===== src/rtl/holy_core_pkg.sv =====
`default_nettype none
// ============================================================================
//  Module      : holy_core_pkg
//  Description : Shared types and constants for the holy core AXI-Lite
//                slaves: the lite slave state encoding, the AXI response
//                codes and a byte-strobe merge helper.
//  Revision    : 1.0 - initial release
// ============================================================================
package holy_core_pkg;

    // Lite slave transaction phases.
    typedef enum logic [1:0] {
        SLAVE_IDLE                = 2'd0,
        LITE_RECEIVING_WRITE_DATA = 2'd1,
        LITE_SENDING_WRITE_RES    = 2'd2,
        LITE_SENDING_READ_DATA    = 2'd3
    } axi_state_slave_t;

    localparam logic [1:0] AXI_RESP_OKAY   = 2'b00;
    localparam logic [1:0] AXI_RESP_SLVERR = 2'b10;

    // Replace only the bytes of old_val whose strobe bit is set.
    function automatic logic [31:0] apply_wstrb(input logic [31:0] old_val,
                                                input logic [31:0] new_val,
                                                input logic [3:0]  strb);
        logic [31:0] res;
        res = old_val;
        for (int k = 0; k < 4; k++) begin
            if (strb[k]) begin
                res[8*k +: 8] = new_val[8*k +: 8];
            end
        end
        return res;
    endfunction

endpackage
`default_nettype wire


===== src/rtl/holy_axil_addr_decode.sv =====
`default_nettype none
// ============================================================================
//  Module      : holy_axil_addr_decode
//  Description : Combinational AXI-Lite address decoder for the register
//                bank. Turns a byte address into a word index, a hit flag
//                (aligned, in range, upper bits clear) and a read-only flag.
//  Ports       : addr_i  - byte address
//                idx_o   - register index, addr_i[IDX_W+1:2]
//                hit_o   - address maps onto an existing register
//                ro_o    - hit on a register marked read-only
//  Revision    : 1.0 - initial release
// ============================================================================
module holy_axil_addr_decode #(
    parameter int                  NUM_REGS   = 8,
    parameter int                  ADDR_WIDTH = 32,
    parameter int                  IDX_W      = 3,
    parameter logic [NUM_REGS-1:0] RO_MASK    = '0
) (
    input  logic [ADDR_WIDTH-1:0] addr_i,
    output logic [IDX_W-1:0]      idx_o,
    output logic                  hit_o,
    output logic                  ro_o
);

    // One extra bit so NUM_REGS itself is representable (e.g. 64 in 7 bits).
    localparam logic [IDX_W:0] C_NUM_REGS = (IDX_W + 1)'(NUM_REGS);

    logic upper_zero;

    generate
        if (ADDR_WIDTH > IDX_W + 2) begin : g_upper
            assign upper_zero = (addr_i[ADDR_WIDTH-1:IDX_W+2] == '0);
        end else begin : g_no_upper
            assign upper_zero = 1'b1;
        end
    endgenerate

    assign idx_o = addr_i[IDX_W+1:2];
    // The range compare matters only when NUM_REGS is not a power of two.
    assign hit_o = (addr_i[1:0] == 2'b00) && upper_zero &&
                   ({1'b0, idx_o} < C_NUM_REGS);
    assign ro_o  = hit_o && RO_MASK[idx_o];

endmodule
`default_nettype wire


===== src/rtl/holy_axil_regbank.sv =====
`default_nettype none
// ============================================================================
//  Module      : holy_axil_regbank
//  Description : Parametrised AXI-Lite slave register bank. NUM_REGS 32-bit
//                registers with byte strobes, per-register read-only masking
//                (RO values come from hw_status_i), a one-cycle write-commit
//                pulse per register and SLVERR for bad addresses or writes
//                to RO registers. One outstanding transaction at a time.
//  Ports       : clk, rst             - clock, asynchronous active-high reset
//                s_axi_aw*/w*/b*      - AXI-Lite write channels
//                s_axi_ar*/r*         - AXI-Lite read channels
//                regs_o               - RW register contents, reg i at [32*i+:32]
//                hw_status_i          - status words returned for RO registers
//                wr_pulse_o           - pulse on committed write to reg i
//  Revision    : 1.0 - initial release
// ============================================================================
module holy_axil_regbank
    import holy_core_pkg::*;
#(
    parameter int                  NUM_REGS   = 8,
    parameter int                  ADDR_WIDTH = 32,
    parameter logic [NUM_REGS-1:0] RO_MASK    = '0,
    parameter logic [31:0]         RST_VALUE  = 32'h0
) (
    input  logic                     clk,
    input  logic                     rst,

    input  logic [ADDR_WIDTH-1:0]    s_axi_awaddr,
    input  logic                     s_axi_awvalid,
    output logic                     s_axi_awready,
    input  logic [31:0]              s_axi_wdata,
    input  logic [3:0]               s_axi_wstrb,
    input  logic                     s_axi_wvalid,
    output logic                     s_axi_wready,
    output logic [1:0]               s_axi_bresp,
    output logic                     s_axi_bvalid,
    input  logic                     s_axi_bready,

    input  logic [ADDR_WIDTH-1:0]    s_axi_araddr,
    input  logic                     s_axi_arvalid,
    output logic                     s_axi_arready,
    output logic [31:0]              s_axi_rdata,
    output logic [1:0]               s_axi_rresp,
    output logic                     s_axi_rvalid,
    input  logic                     s_axi_rready,

    output logic [NUM_REGS*32-1:0]   regs_o,
    input  logic [NUM_REGS*32-1:0]   hw_status_i,
    output logic [NUM_REGS-1:0]      wr_pulse_o
);

    // A single-register bank still needs a 1-bit index to keep slices legal.
    localparam int IDX_W = (NUM_REGS > 1) ? $clog2(NUM_REGS) : 1;

    axi_state_slave_t        state_q, state_d;
    logic [ADDR_WIDTH-1:0]   awaddr_q, awaddr_d;
    logic                    bvalid_q, bvalid_d;
    logic [1:0]              bresp_q, bresp_d;
    logic                    rvalid_q, rvalid_d;
    logic [1:0]              rresp_q, rresp_d;
    logic [31:0]             rdata_q, rdata_d;
    logic [NUM_REGS-1:0]     wr_pulse_q, wr_pulse_d;

    logic [IDX_W-1:0]        wr_idx, rd_idx;
    logic                    wr_hit, wr_ro, rd_hit, rd_ro;
    logic                    w_handshake;
    logic                    wr_commit;

    logic [31:0]             reg_arr    [NUM_REGS];
    logic [31:0]             status_arr [NUM_REGS];

    // Write path decodes the latched AW address; read path decodes the live
    // AR address because read data is captured on the AR handshake itself.
    holy_axil_addr_decode #(
        .NUM_REGS   (NUM_REGS),
        .ADDR_WIDTH (ADDR_WIDTH),
        .IDX_W      (IDX_W),
        .RO_MASK    (RO_MASK)
    ) u_wr_decode (
        .addr_i (awaddr_q),
        .idx_o  (wr_idx),
        .hit_o  (wr_hit),
        .ro_o   (wr_ro)
    );

    holy_axil_addr_decode #(
        .NUM_REGS   (NUM_REGS),
        .ADDR_WIDTH (ADDR_WIDTH),
        .IDX_W      (IDX_W),
        .RO_MASK    (RO_MASK)
    ) u_rd_decode (
        .addr_i (s_axi_araddr),
        .idx_o  (rd_idx),
        .hit_o  (rd_hit),
        .ro_o   (rd_ro)
    );

    assign w_handshake = (state_q == LITE_RECEIVING_WRITE_DATA) && s_axi_wvalid;
    // Only a legal RW target with at least one strobe changes state.
    assign wr_commit   = w_handshake && wr_hit && !wr_ro && (s_axi_wstrb != 4'h0);

    // ------------------------------------------------------------------
    // Register storage: RW registers get flops, RO registers get none.
    // ------------------------------------------------------------------
    generate
        for (genvar i = 0; i < NUM_REGS; i++) begin : g_reg
            assign status_arr[i] = hw_status_i[32*i +: 32];

            if (RO_MASK[i]) begin : g_ro
                assign reg_arr[i] = '0;
            end else begin : g_rw
                logic [31:0] reg_q, reg_d;

                always_comb begin
                    reg_d = reg_q;
                    if (wr_commit && (wr_idx == IDX_W'(i))) begin
                        reg_d = apply_wstrb(reg_q, s_axi_wdata, s_axi_wstrb);
                    end
                end

                always_ff @(posedge clk or posedge rst) begin
                    if (rst) begin
                        reg_q <= RST_VALUE;
                    end else begin
                        reg_q <= reg_d;
                    end
                end

                assign reg_arr[i] = reg_q;
            end

            assign regs_o[32*i +: 32] = reg_arr[i];
        end
    endgenerate

    // ------------------------------------------------------------------
    // Transaction FSM
    // ------------------------------------------------------------------
    always_comb begin
        state_d    = state_q;
        awaddr_d   = awaddr_q;
        bvalid_d   = bvalid_q;
        bresp_d    = bresp_q;
        rvalid_d   = rvalid_q;
        rresp_d    = rresp_q;
        rdata_d    = rdata_q;
        wr_pulse_d = '0;

        case (state_q)
            SLAVE_IDLE: begin
                if (s_axi_awvalid) begin
                    awaddr_d = s_axi_awaddr;
                    state_d  = LITE_RECEIVING_WRITE_DATA;
                end else if (s_axi_arvalid) begin
                    rvalid_d = 1'b1;
                    state_d  = LITE_SENDING_READ_DATA;
                    if (!rd_hit) begin
                        rresp_d = AXI_RESP_SLVERR;
                        rdata_d = '0;
                    end else begin
                        rresp_d = AXI_RESP_OKAY;
                        rdata_d = rd_ro ? status_arr[rd_idx] : reg_arr[rd_idx];
                    end
                end
            end

            LITE_RECEIVING_WRITE_DATA: begin
                if (s_axi_wvalid) begin
                    bvalid_d = 1'b1;
                    bresp_d  = (wr_hit && !wr_ro) ? AXI_RESP_OKAY : AXI_RESP_SLVERR;
                    state_d  = LITE_SENDING_WRITE_RES;
                    if (wr_commit) begin
                        wr_pulse_d[wr_idx] = 1'b1;
                    end
                end
            end

            LITE_SENDING_WRITE_RES: begin
                if (s_axi_bready) begin
                    bvalid_d = 1'b0;
                    state_d  = SLAVE_IDLE;
                end
            end

            LITE_SENDING_READ_DATA: begin
                if (s_axi_rready) begin
                    rvalid_d = 1'b0;
                    state_d  = SLAVE_IDLE;
                end
            end

            default: begin
                state_d = SLAVE_IDLE;
            end
        endcase
    end

    always_ff @(posedge clk or posedge rst) begin
        if (rst) begin
            state_q    <= SLAVE_IDLE;
            awaddr_q   <= '0;
            bvalid_q   <= 1'b0;
            bresp_q    <= AXI_RESP_OKAY;
            rvalid_q   <= 1'b0;
            rresp_q    <= AXI_RESP_OKAY;
            rdata_q    <= '0;
            wr_pulse_q <= '0;
        end else begin
            state_q    <= state_d;
            awaddr_q   <= awaddr_d;
            bvalid_q   <= bvalid_d;
            bresp_q    <= bresp_d;
            rvalid_q   <= rvalid_d;
            rresp_q    <= rresp_d;
            rdata_q    <= rdata_d;
            wr_pulse_q <= wr_pulse_d;
        end
    end

    // Readies are gated by rst so they drop the moment reset asserts, even
    // though the state register already sits in SLAVE_IDLE.
    assign s_axi_awready = (state_q == SLAVE_IDLE) && !rst;
    assign s_axi_arready = (state_q == SLAVE_IDLE) && !s_axi_awvalid && !rst;
    assign s_axi_wready  = (state_q == LITE_RECEIVING_WRITE_DATA);
    assign s_axi_bvalid  = bvalid_q;
    assign s_axi_bresp   = bresp_q;
    assign s_axi_rvalid  = rvalid_q;
    assign s_axi_rresp   = rresp_q;
    assign s_axi_rdata   = rdata_q;
    assign wr_pulse_o    = wr_pulse_q;

endmodule
`default_nettype wire


===== config.mk =====
export PLATFORM = sky130hd
export DESIGN_NAME = holy_axil_regbank
export DESIGN_NICKNAME = d
export VERILOG_FILES = /design/src/rtl/holy_core_pkg.sv /design/src/rtl/holy_axil_addr_decode.sv /design/src/rtl/holy_axil_regbank.sv
export SDC_FILE = /design/constraint.sdc
export NUM_CORES = 1
export LEC_CHECK = 0
export ABC_AREA = 1
export ABC_CLOCK_PERIOD_IN_PS = 40100
export CAP_MARGIN = 15
export CORE_AREA = 10 10 250 252
export CTS_BUF_LIST = sky130_fd_sc_hd__clkbuf_16
export CTS_CLUSTER_SIZE = 24
export DETAILED_ROUTE_END_ITERATION = 10
export DIE_AREA = 0 0 260 262
export GPL_ROUTABILITY_DRIVEN = 0
export GPL_TIMING_DRIVEN = 0
export PLACE_DENSITY = 0.68
export SLEW_MARGIN = 20
export SYNTH_ARGS = -nofsm -noshare
export SYNTH_HDL_FRONTEND = slang
export SYNTH_SLANG_ARGS = --single-unit

===== constraint.sdc =====
create_clock -name clk -period 40.1 [get_ports clk]
set_input_delay 12.03 -clock clk [delete_from_list [all_inputs] [get_ports clk]]
set_output_delay 12.03 -clock clk [all_outputs]
set_load 0.01 [all_outputs]

; Yosys cells after proc, flatten, opt, wreduce, memory -nomap -nowiden
; Memories as Yosys holds them, arrays and structs flattened.
; Index checks and enable logic that the tools add are counted.
; Widths: inputs -> output; s select.
[word_totals]
output_inout_bits = 305
memories = 2
ff_bits = 336
wordCells = 165
inputBits = 363
rom_bits = 16
[op_classes]
reduce_logical = 71
n_bitwise = 2
magnitude_cmp = 4
eq_ne = 16
muxes = 30
[memory_table]
columns = memory, depth, width, read_ports, rd_ports_with_merged_regs, wr, line
row1 = (name not given), 8, 1, 1, 0, 0, holy_axil_addr_decode.sv:42  ; assign ro_o = hit_o && RO_MASK[idx_o];
row2 = (name not given), 8, 1, 1, 0, 0, holy_axil_addr_decode.sv:42
[op_table]
columns = operator, count
row1 = $bmux 32 s3, 2
row2 = $mux 32, 6
row3 = $reduce_and 2->1, 34
row4 = $logic_not 27->1, 2
row5 = $mux 8, 3
row6 = $logic_and 1x1->1, 21
row7 = $mux 2, 7
row8 = $eq 3x3->1 const B, 4
row9 = $ne 2x2->1 const B, 5
row10 = $lt 3x4->1 const B, 2
row11 = $mux 1, 8
row12 = $pmux 2 s4, 1
row13 = $reduce_and 4->1, 2
row14 = $eq 3x2->1 const B, 2
row15 = $logic_not 2->1, 3
row16 = $reduce_and 3->1, 2
row17 = $eq 2x2->1 const B, 2
row18 = $ge 4x4->1 const B, 1
row19 = $not 3->4, 1
row20 = $pmux 1 s2, 2
row21 = $reduce_bool 2->1, 2
row22 = $reduce_bool 4->1, 1
row23 = $demux 1 s3, 1
row24 = $eq 3x1->1 const B, 1
row25 = other kinds (6), 8

; Longest topological paths before layout
; Gate-level depths: netlist of run 1.
[logic_depth]
ltp_word = 9
depth_mapped = 11
ltp_nobuf = 9

; By module
; From an unflattened synthesis of run 1, not the netlist that was laid out.
[unflattened]
hier_cells = 2775
hier_area_um2 = 19481.2
[modules_own_cells]
columns = module, cells_each, instances, seq_area_each_um2, area_each_um2
row1 = holy_axil_regbank, 2707, 1, 8358.0, 19190.9
row2 = holy_axil_addr_decode, 34, 2, 0.0, 145.1

; Worst setup path before layout of run 1
; Ideal clock, no wire load.
[synth_path]
kind = input port to output port
start = input s_axi_awvalid
end = output s_axi_arready
slack_ns = 15.749
arrival_ns = 12.321
cell_stages = 3
required_ns = 28.070
path_buffers = 0
cell_sequence = inv_1 nand2_1 nor2_1
[synth_via]
elab_chain_len = 3
[synth_rtl]
columns = item, line
row1 = from (decl), holy_axil_regbank.sv:29  ; input logic s_axi_awvalid,
row2 = $logic_not 1->1, holy_axil_regbank.sv:223  ; assign s_axi_arready = (state_q == SLAVE_IDLE) && !s_axi_awvalid && !rst;
row3 = $logic_and 1x1->1 (2 in a row), holy_axil_regbank.sv:223
row4 = to (decl), holy_axil_regbank.sv:41  ; output logic s_axi_arready,
; Every way passes these cells.

; Worst setup path after layout of run 1
[layout_path]
start = input rst
end = output s_axi_awready
[layout_via]
elab_chain_len = 2
[layout_rtl]
columns = item, line
row1 = from (decl), holy_axil_regbank.sv:26  ; input logic rst,
row2 = $logic_not 1->1, holy_axil_regbank.sv:222  ; assign s_axi_awready = (state_q == SLAVE_IDLE) && !rst;
row3 = $logic_and 1x1->1, holy_axil_regbank.sv:222
row4 = to (decl), holy_axil_regbank.sv:30  ; output logic s_axi_awready,
; Every way passes these cells.

==> results of run 1 <==
==> flip-flops by register name (all words and copies together) (netlist names) <==
| name | flops |
|---|---|
| s_axi_bvalid | 1 |
| g.g_rw.reg_q | 256 |
| s_axi_rdata | 32 |
| s_axi_rvalid | 1 |
| state_q | 2 |
| s_axi_bresp | 1 |
| wr_pulse_o | 8 |
| s_axi_rresp | 1 |
| awaddr_q | 32 |
==> power by group through the flow <==
| stage | Clock (W) | Combinational [W] | Sequential (W) |
|---|---|---|---|
| after floorplan | 0 | 0.000109 | 0.000371 |
| after global placement | 0 | 0.000183 | 0.000374 |
| after detailed placement | 0 | 0.000190 | 0.000374 |
| after CTS | 0.000372 | 0.000191 | 0.000368 |
| after global routing | 0.000384 | 0.000207 | 0.000370 |
| final | 0.000368 | 0.000194 | 0.000367 |
==> area by class of cell <==
class	count	area (um^2)	share of cell area, %
Antenna cell	4	10.0	0.0434
Buffer	185	932	4.04
Clock buffer	42	1050	4.56
Clock inverter	25	225	0.977
Inverter	55	214	0.928
Multi-Input combinational cell	1565	7500	32.6
Sequential cell	334	8360	36.3
Tap cell	765	957	4.15
Timing Repair Buffer	374	3800	16.5
==> routing by layer <==
layer  routed length [um]  vias to the layer above  track usage (%)  share of wire [%]
met1                36400                     8679             33.3                 42
met5                   54                        -                0              0.062
met3                11500                      166             9.63                 13
li1                     -                     7894                -                  -
met2                35600                     1119             34.7                 41
met4                 3370                        8             9.73                3.9
==> final timing paths <==
path / start / endpoint / slack (ns) / cells after the start
min in group asynchronous: rst / awaddr_q[17] / 12.02 / 2
max: rst / s_axi_awready / 14.72 / 3
min: s_axi_bvalid / s_axi_bvalid / 0.47 / 2
max reg2reg: awaddr_q[3] / g_reg[6].g_rw.reg_q[28] / 37.44 / 6
max in group asynchronous: rst / s_axi_rdata[1] / 26.72 / 4
min reg2reg: s_axi_bvalid / s_axi_bvalid / 0.47 / 2
==> logic make-up after synthesis <==
logic type,after synthesis
compound gates,78
buf+inv,240
flops,334
mux,29
other cells,1
simple gates,1456
==> Yosys cell counts, types with 2 or more instances <==
library cell  instances  area share, %
nand2_1             844             19
buf_4                16           0.71
buf_6                14           0.93
nor2_1              237            5.2
dfrtp_1             334             49
nor3_1                2          0.059
o21ai_0              70            2.1
clkbuf_1             87            1.9
nor3_2               10           0.59
buf_2                26           0.77
nand4_1             260            9.6
inv_2                 5           0.11
inv_1                50            1.1
clkbuf_2             32           0.94
nand4_4              20            2.5
nor2_4                2           0.13
mux2_2               29            1.9
nand3_1              65            1.9
nor4_1                2          0.074
buf_1                10           0.22
nand4_2              10           0.74
o31ai_1               2          0.089
a21oi_1               5           0.15
==> tightest hold or removal path: stages (launching register included) <==
cell and delay (ns):
dfrtp_1 0.34, nand2_1 0.05, nand2_1 0.05
==> per-stage QoR <==
stage | util, % | instances
floorplan | - | 2139
global placement | 37.7 | 3275
detailed placement | 37.9 | 3278
CTS | 40.2 | 3345
global route | 40.2 | 3345
finish | 40.2 | 3349
==> impl_metrics.toml, run 1 <==
[outcome]
status = "finished, final reports clean"

[critical_path]
cp_top_family = "buffers and inverters"
critPathBufInv = 2
critPathMaxFanout = 3
crit_top_cell = "clkdlybuf4s50_1"
path_class = "input port to output pin"
required_ns = 28.07
crit_slowest_cell = "clkdlybuf4s50_1"
cp_slowest_stage_delay_ns = 0.56
cp_data_arrival_time_ns = 13.35
crit_chain = "clkdlybuf4s50_1 -> nor2_1 -> clkdlybuf4s50_1"
critPathCaptureType = "output pin"
critPathLaunchType = "input port"

[placed_design]
portBuffers = 371
place_hpwl_um = 65900
place_ws_ns = 14.69
placed_area_um2 = 21800

[layout]
finalNetCount = 2919
final_common_cell = "nand2_1"
final_cell_mix = "nand2_1, clkdlybuf4s50_1, dfrtp_1"
drive_above_1_share_pct = 8.57
final_cell_area_um2 = 23000
syn2layout_area_growth_pct = 35.9
fillCellCount = 5859

[pwr]
pwr_density_cell_nw_per_um2 = 40.4
finalPower_w = 0.000930
ir_worst_vdd_mv = 0.0313
p_leak_nw = 11.1
p_sw_w = 0.000304
pwr-share-seq_pct = 39.5
power_frac_comb_pct = 20.9
p_int_w = 0.000626
p_clk_share_pct = 39.6
p_sw_share_pct = 32.7

[timing]
timing.fmax_mhz = 39.4
setup_tns_ns = 0
setup_ws_ns = 14.72
hold_viol_final = 0
hold_ws_ns = 0.474
fin_worst_skew_ns = 0.0380
period_minus_slack_ns = 25.38
drv_slew = 0
relSlewSlack_pct = 24.0
grt_setup_unrepaired = "no"
final-setup-viol-count = 0
finalCritPeriodShare_pct = 63.3
worst_pin_slew_ns = 1.13

[synth]
syn_area_um2 = 17000
synth_xor_area_share_pct = 0
synth_ff_type = "dfrtp_1"
synthCells = 2138
ys_async_sr_fraction_pct = 100
synth-edff-count = 0
ys_types = 29
synth_top_family_by_area = "simple AND/OR/NAND/NOR gates"
synthMuxAreaShare_pct = 1.93
avgSynthCellArea_um2 = 7.93
yosys_warnings = 0
synth_simple_gate_area_share_pct = 39.7
ys_ff_latch = 334
ys_seq_area_share_pct = 49.3
synth_fa_ha_area_share_pct = 0
synth_compound_area_share_pct = 2.35

[drt]
drt_wl_total_um = 86900
first_iter_violations = 2023
wl_per_cell_um = 25.9
via_per_inst = 5.33
first_pass_iters = 6
vias = 17866
detail-route-antenna-nets = 0
drc = 0

[cts]
ctsHoldBuffers = 0
clock-sinks = 334
cts.path.max_buffers = 3
tritoncts = "built"
path_clk_slew_ns = 0.06
cts_setup_buffers = 0
clock_latency_ns = 0.58
ctsRootBufferMaster = "clkbuf_16"
numCtsBuffers = 41
cts_resized = 0
h-tree-depth = 2

[hold_path]
hold_class = "flop to flop"

[global_route]
grt_max_degree = 101
grt_pass1_wl_um = 123000
gr-total-overflow = 0
grt_antenna_before_repair = 6
grt_util_all_layers_pct = 24.7
grt_pass1_vias = 17205

[floorplan]
initial_core_util_pct = 29.6
die_h_um = 262
rows = 88
fp.dieArea_um2 = 68100
core_area_um2 = 57400
num_io_pins = 668
dieWidth_um = 260

[run]
drv_cap = 0
(Power assumes the default switching activity.)
==> run 2, diff against run 1 <==
Settings changed: ABC_CLOCK_PERIOD_IN_PS 40100 to 21000, PLACE_DENSITY 0.68 to 0.7.
Clock period 40.1 ns to 21 ns, I/O delays scaled along.
==> impl_metrics.toml, run 2 (same netlist as run 1, synthesis figures left out) <==
[critical_path]
required_ns = 14.70
crit_chain = "clkdlybuf4s50_1 -> nor2_1 -> clkdlybuf4s50_1"
crit_slowest_cell = "clkdlybuf4s50_1"
cp_data_arrival_time_ns = 7.60
critPathCaptureType = "output pin"
critPathLaunchType = "input port"
critPathMaxFanout = 3
crit_top_cell = "clkdlybuf4s50_1"
cp_slowest_stage_delay_ns = 0.57
path_class = "input port to output pin"

[layout]
regMostFlops = "g.g_rw.reg_q"
syn2layout_area_growth_pct = 36.2
largest_reg_flops = 256
final_common_cell = "nand2_1"
finalNetCount = 2921
drive_above_1_share_pct = 8.81
final_cell_mix = "nand2_1, clkdlybuf4s50_1, dfrtp_1"

[global_route]
grt_pass1_vias = 17228
met3_usage_pct = 10.1
grt_busiest_layer = "met2"
grt_pass1_wl_um = 123000
grt_antenna_before_repair = 5
grt_util_all_layers_pct = 24.5
met2_usage_pct = 34.5
grt_max_degree = 101
use_met1_pct = 32.7
gr-total-overflow = 0

[timing]
setup_tns_ns = 0
worst_pin_slew_ns = 1.15
finalCritPeriodShare_pct = 66.2
relSlewSlack_pct = 22.8
fin_worst_skew_ns = 0.0279
timing.fmax_mhz = 72.0
period_minus_slack_ns = 13.90
final-setup-viol-count = 0
drv_slew = 0
hold_viol_final = 0
grt_setup_unrepaired = "no"

[cts]
path_clk_slew_ns = 0.06
ctsHoldBuffers = 0
h-tree-depth = 2
numCtsBuffers = 42
ctsRootBufferMaster = "clkbuf_16"
cts_setup_buffers = 0
cts_resized = 0
tritoncts = "built"
cts.path.max_buffers = 3
clock-sinks = 334
clock_latency_ns = 0.58

[floorplan]
initial_core_util_pct = 29.6
num_io_pins = 668
dieWidth_um = 260
rows = 88
fp.dieArea_um2 = 68100
core_area_um2 = 57400
die_h_um = 262

[drt]
wl_per_cell_um = 25.9
drt_wl_total_um = 87000
via_per_inst = 5.38
vias = 18063
drc = 0
first_iter_violations = 2258
detail-route-antenna-nets = 0
first_pass_iters = 6

[placed_design]
place_hpwl_um = 66000
portBuffers = 371

[run]
drv_cap = 0

[pwr]
p_sw_share_pct = 32.8
power_frac_comb_pct = 20.8
p_leak_nw = 11.1
p_sw_w = 0.000584
ir_worst_vdd_mv = 0.0543
p_clk_share_pct = 39.8
pwr-share-seq_pct = 39.4
p_int_w = 0.00120
pwr_density_cell_nw_per_um2 = 77.1
finalPower_w = 0.00178

[hold_path]
hold_class = "flop to flop"

[outcome]
status = "finished, final reports clean"
## run 2: cell types whose count changed in the layout (fill, tap and decap cells not counted), sizes merged
cell	delta
clkbuf	+1
buf	+1
clkinvlp	-3
clkinv	+3
bufinv	-1
inv	+7
diode	-2
## run 2: final cells by class
| class | instances | area [um^2] |
|---|---|---|
| Antenna cell | 2 | 5.00 |
| Buffer | 185 | 932 |
| Clock buffer | 43 | 1080 |
| Clock inverter | 31 | 244 |
| Fill cell | 5760 | 34300 |
| Inverter | 55 | 214 |
| Multi-Input combinational cell | 1565 | 7500 |
| Sequential cell | 334 | 8360 |
| Tap cell | 765 | 957 |
| Timing Repair Buffer | 375 | 3810 |
## run 2: final timing paths
kind	depth (start not counted)	to	from	slack (ns)
min in group asynchronous	2	awaddr_q[17]	rst	6.28
worst min-delay path	2	s_axi_rdata[9]	s_axi_rdata[9]	0.48
worst min register to register	2	s_axi_rdata[9]	s_axi_rdata[9]	0.48
worst max register to register	5	g_reg[0].g_rw.reg_q[20]	awaddr_q[2]	18.32
worst max-delay path	3	s_axi_awready	rst	7.10
max in group asynchronous	4	g_reg[4].g_rw.reg_q[14]	rst	13.44
## run 2: through the flow
| stage | instance area, um^2 | worst slack (ns) | hold slack [ns] | util, % | std cells |
|---|---|---|---|---|---|
| after floorplan | 17000 | 5.45 | 0.471 | - | 2139 |
| final | 23100 | 7.10 | 0.478 | 40.3 | 3355 |
| after detailed placement | 21800 | 7.10 | 0.466 | 37.9 | 3279 |
| after CTS | 23100 | 7.10 | 0.482 | 40.2 | 3353 |
| after global placement | 21600 | 0.796 | 0.459 | 37.7 | 3275 |
| after global routing | 23100 | 7.03 | 0.502 | 40.2 | 3353 |
## run 2: routing by layer
| layer | up-vias | wire length [um] |
|---|---|---|
| li1 | 7911 | - |
| met1 | 8673 | 35600 |
| met2 | 1266 | 35600 |
| met3 | 203 | 12200 |
| met4 | 10 | 3450 |
| met5 | - | 176 |
## run 2: power by group through the flow
| stage | Clock (W) | Combinational (W) | Sequential [W] |
|---|---|---|---|
| 3_3_place_gp | 0 | 0.000348 | 0.000713 |
| 4_1_cts | 0.000713 | 0.000363 | 0.000702 |
| 2_1_floorplan | 0 | 0.000208 | 0.000709 |
| 6_report | 0.000709 | 0.000370 | 0.000701 |
| 3_5_place_dp | 0 | 0.000362 | 0.000713 |
| 5_1_grt | 0.000739 | 0.000391 | 0.000706 |
## run 2: critical path, delay by kind of cell
family                 cells  cell delay [ns]
AND/OR/NAND/NOR            1             0.16
buffers and inverters      2             1.13
==> run 3, diff against run 2 <==
Settings changed: ABC_CLOCK_PERIOD_IN_PS 21000 to 13310, CORE_AREA 10 10 250 252 to 10 10 253 255, DIE_AREA 0 0 260 262 to 0 0 263 265, PLACE_DENSITY 0.7 to 0.67.
Clock period 21 ns to 13.31 ns, I/O delays scaled along.
==> impl_metrics.toml, run 3 (same netlist as run 1, synthesis figures left out) <==
[layout]
drive_above_1_share_pct = 8.71
fillCellCount = 6056
final_common_cell = "nand2_1"
syn2layout_area_growth_pct = 35.9
finalNetCount = 2920
final_core_util_pct = 39.2
regMostFlops = "g.g_rw.reg_q"
multi_input_area_um2 = 7500
stdcell_count = 3360
final_cell_mix = "nand2_1, clkdlybuf4s50_1, dfrtp_1"
final_cell_area_um2 = 23000
largest_reg_flops = 256
regArea_um2 = 8360

[pwr]
p_leak_nw = 11.1
p_sw_w = 0.000915
pwr-share-seq_pct = 39.9
p_int_w = 0.00186
finalPower_w = 0.00278
ir_worst_vdd_mv = 0.107
p_sw_share_pct = 33.0
power_frac_comb_pct = 21.3
p_clk_share_pct = 38.8
pwr_density_cell_nw_per_um2 = 120

[floorplan]
num_io_pins = 668
initial_core_util_pct = 28.8
die_h_um = 265
core_area_um2 = 58800
rows = 89
fp.dieArea_um2 = 69700
dieWidth_um = 263

[critical_path]
crit_top_cell = "clkdlybuf4s50_1"
critPathBufInv = 2
cp_data_arrival_time_ns = 5.27
critPathMaxFanout = 3
required_ns = 9.32
cp_top_family = "buffers and inverters"
cp_slowest_stage_delay_ns = 0.56
critPathLaunchType = "input port"
crit_slowest_cell = "clkdlybuf4s50_1"
path_class = "input port to output pin"
critPathCaptureType = "output pin"
crit_chain = "clkdlybuf4s50_1 -> nor2_1 -> clkdlybuf4s50_1"

[placed_design]
placed_area_um2 = 21800
dp_cells = 3288
portBuffers = 371
place_hpwl_um = 66300

[global_route]
gr-total-overflow = 0
grt_pass1_vias = 17071
grt_util_all_layers_pct = 24.1
grt_max_degree = 99
grt_antenna_before_repair = 11
grt_pass1_wl_um = 124000

[hold_path]
hold_class = "flop to flop"

[timing]
timing.fmax_mhz = 108
drv_slew = 0
hold_viol_final = 0
relSlewSlack_pct = 27.4
period_minus_slack_ns = 9.26
fin_worst_skew_ns = 0.0112
worst_pin_slew_ns = 1.08
final-setup-viol-count = 0
grt_setup_unrepaired = "no"
finalCritPeriodShare_pct = 69.6

[drt]
via_per_inst = 5.36
first_pass_iters = 6
wl_per_cell_um = 26.2
drt_wl_total_um = 88100
first_iter_violations = 2423
vias = 18003
drc = 0
detail-route-antenna-nets = 0

[cts]
numCtsBuffers = 40
h-tree-depth = 2
cts_resized = 0
clock_latency_ns = 0.57
path_clk_slew_ns = 0.06
cts.path.max_buffers = 3
ctsRootBufferMaster = "clkbuf_16"
tritoncts = "built"
clock-sinks = 334
cts_setup_buffers = 0
ctsHoldBuffers = 0

[run]
drv_cap = 0

[outcome]
status = "finished, final reports clean"
run 3: cell count changes in the layout (fill, tap and decap cells not counted):
cell	delta
nor3_4	+1
clkbuf_16	-2
clkinv_8	-2
inv_1	-7
diode_2	+1
clkinv_1	+6
buf_8	+1
nor3_2	-1
run 3: power groups by stage:
stage	sequential (W)	combinational (W)	clock, W
detailed placement	0.00113	0.000578	0
global route	0.00112	0.000626	0.00113
global placement	0.00113	0.000553	0
finish	0.00111	0.000591	0.00108
CTS	0.00111	0.000581	0.00108
floorplan	0.00112	0.000327	0
run 3: final timing paths:
| kind | depth (start not counted) | startpoint | to | slack [ns] |
|---|---|---|---|---|
| max | 3 | rst | s_axi_awready | 4.05 |
| min | 2 | s_axi_rdata[3] | s_axi_rdata[3] | 0.48 |
| max reg2reg | 8 | state_q[1] | s_axi_rdata[24] | 10.67 |
| min reg2reg | 2 | s_axi_rdata[3] | s_axi_rdata[3] | 0.48 |
| max in group asynchronous | 4 | rst | g_reg[5].g_rw.reg_q[7] | 8.03 |
| min in group asynchronous | 2 | rst | awaddr_q[29] | 3.93 |
run 3: layer usage:
layer  GRT usage [%]  routed length [um]  vias to the layer above
li1                -                   -                     7910
met1            32.1               36800                     8628
met2            33.8               35800                     1245
met3            10.0               11900                      206
met4            9.65                3440                       14
met5               0                 102                        -
run 3: stage by stage:
| stage | TNS (ns) | hold slack (ns) | setup slack [ns] |
|---|---|---|---|
| finish | 0 | 0.476 | 4.05 |
| global route | 0 | 0.498 | 4.01 |
| CTS | 0 | 0.477 | 4.04 |
| detailed placement | 0 | 0.463 | 4.04 |
| global placement | -1549.20 | 0.459 | -4.71 |
| floorplan | 0 | 0.471 | 0.0638 |
run 3: final cells by class:
type	instances	area share (%)
Antenna cell	3	0.0326
Buffer	185	4.05
Clock buffer	41	4.45
Clock inverter	28	0.901
Inverter	55	0.929
Multi-Input combinational cell	1565	32.6
Sequential cell	334	36.3
Tap cell	773	4.20
Timing Repair Buffer	376	16.6
run 3: worst min-delay path, cell delays in order (launching register included):
cell	delay (ns)
dfrtp_1	0.34
nand2_1	0.05
nand2_1	0.05
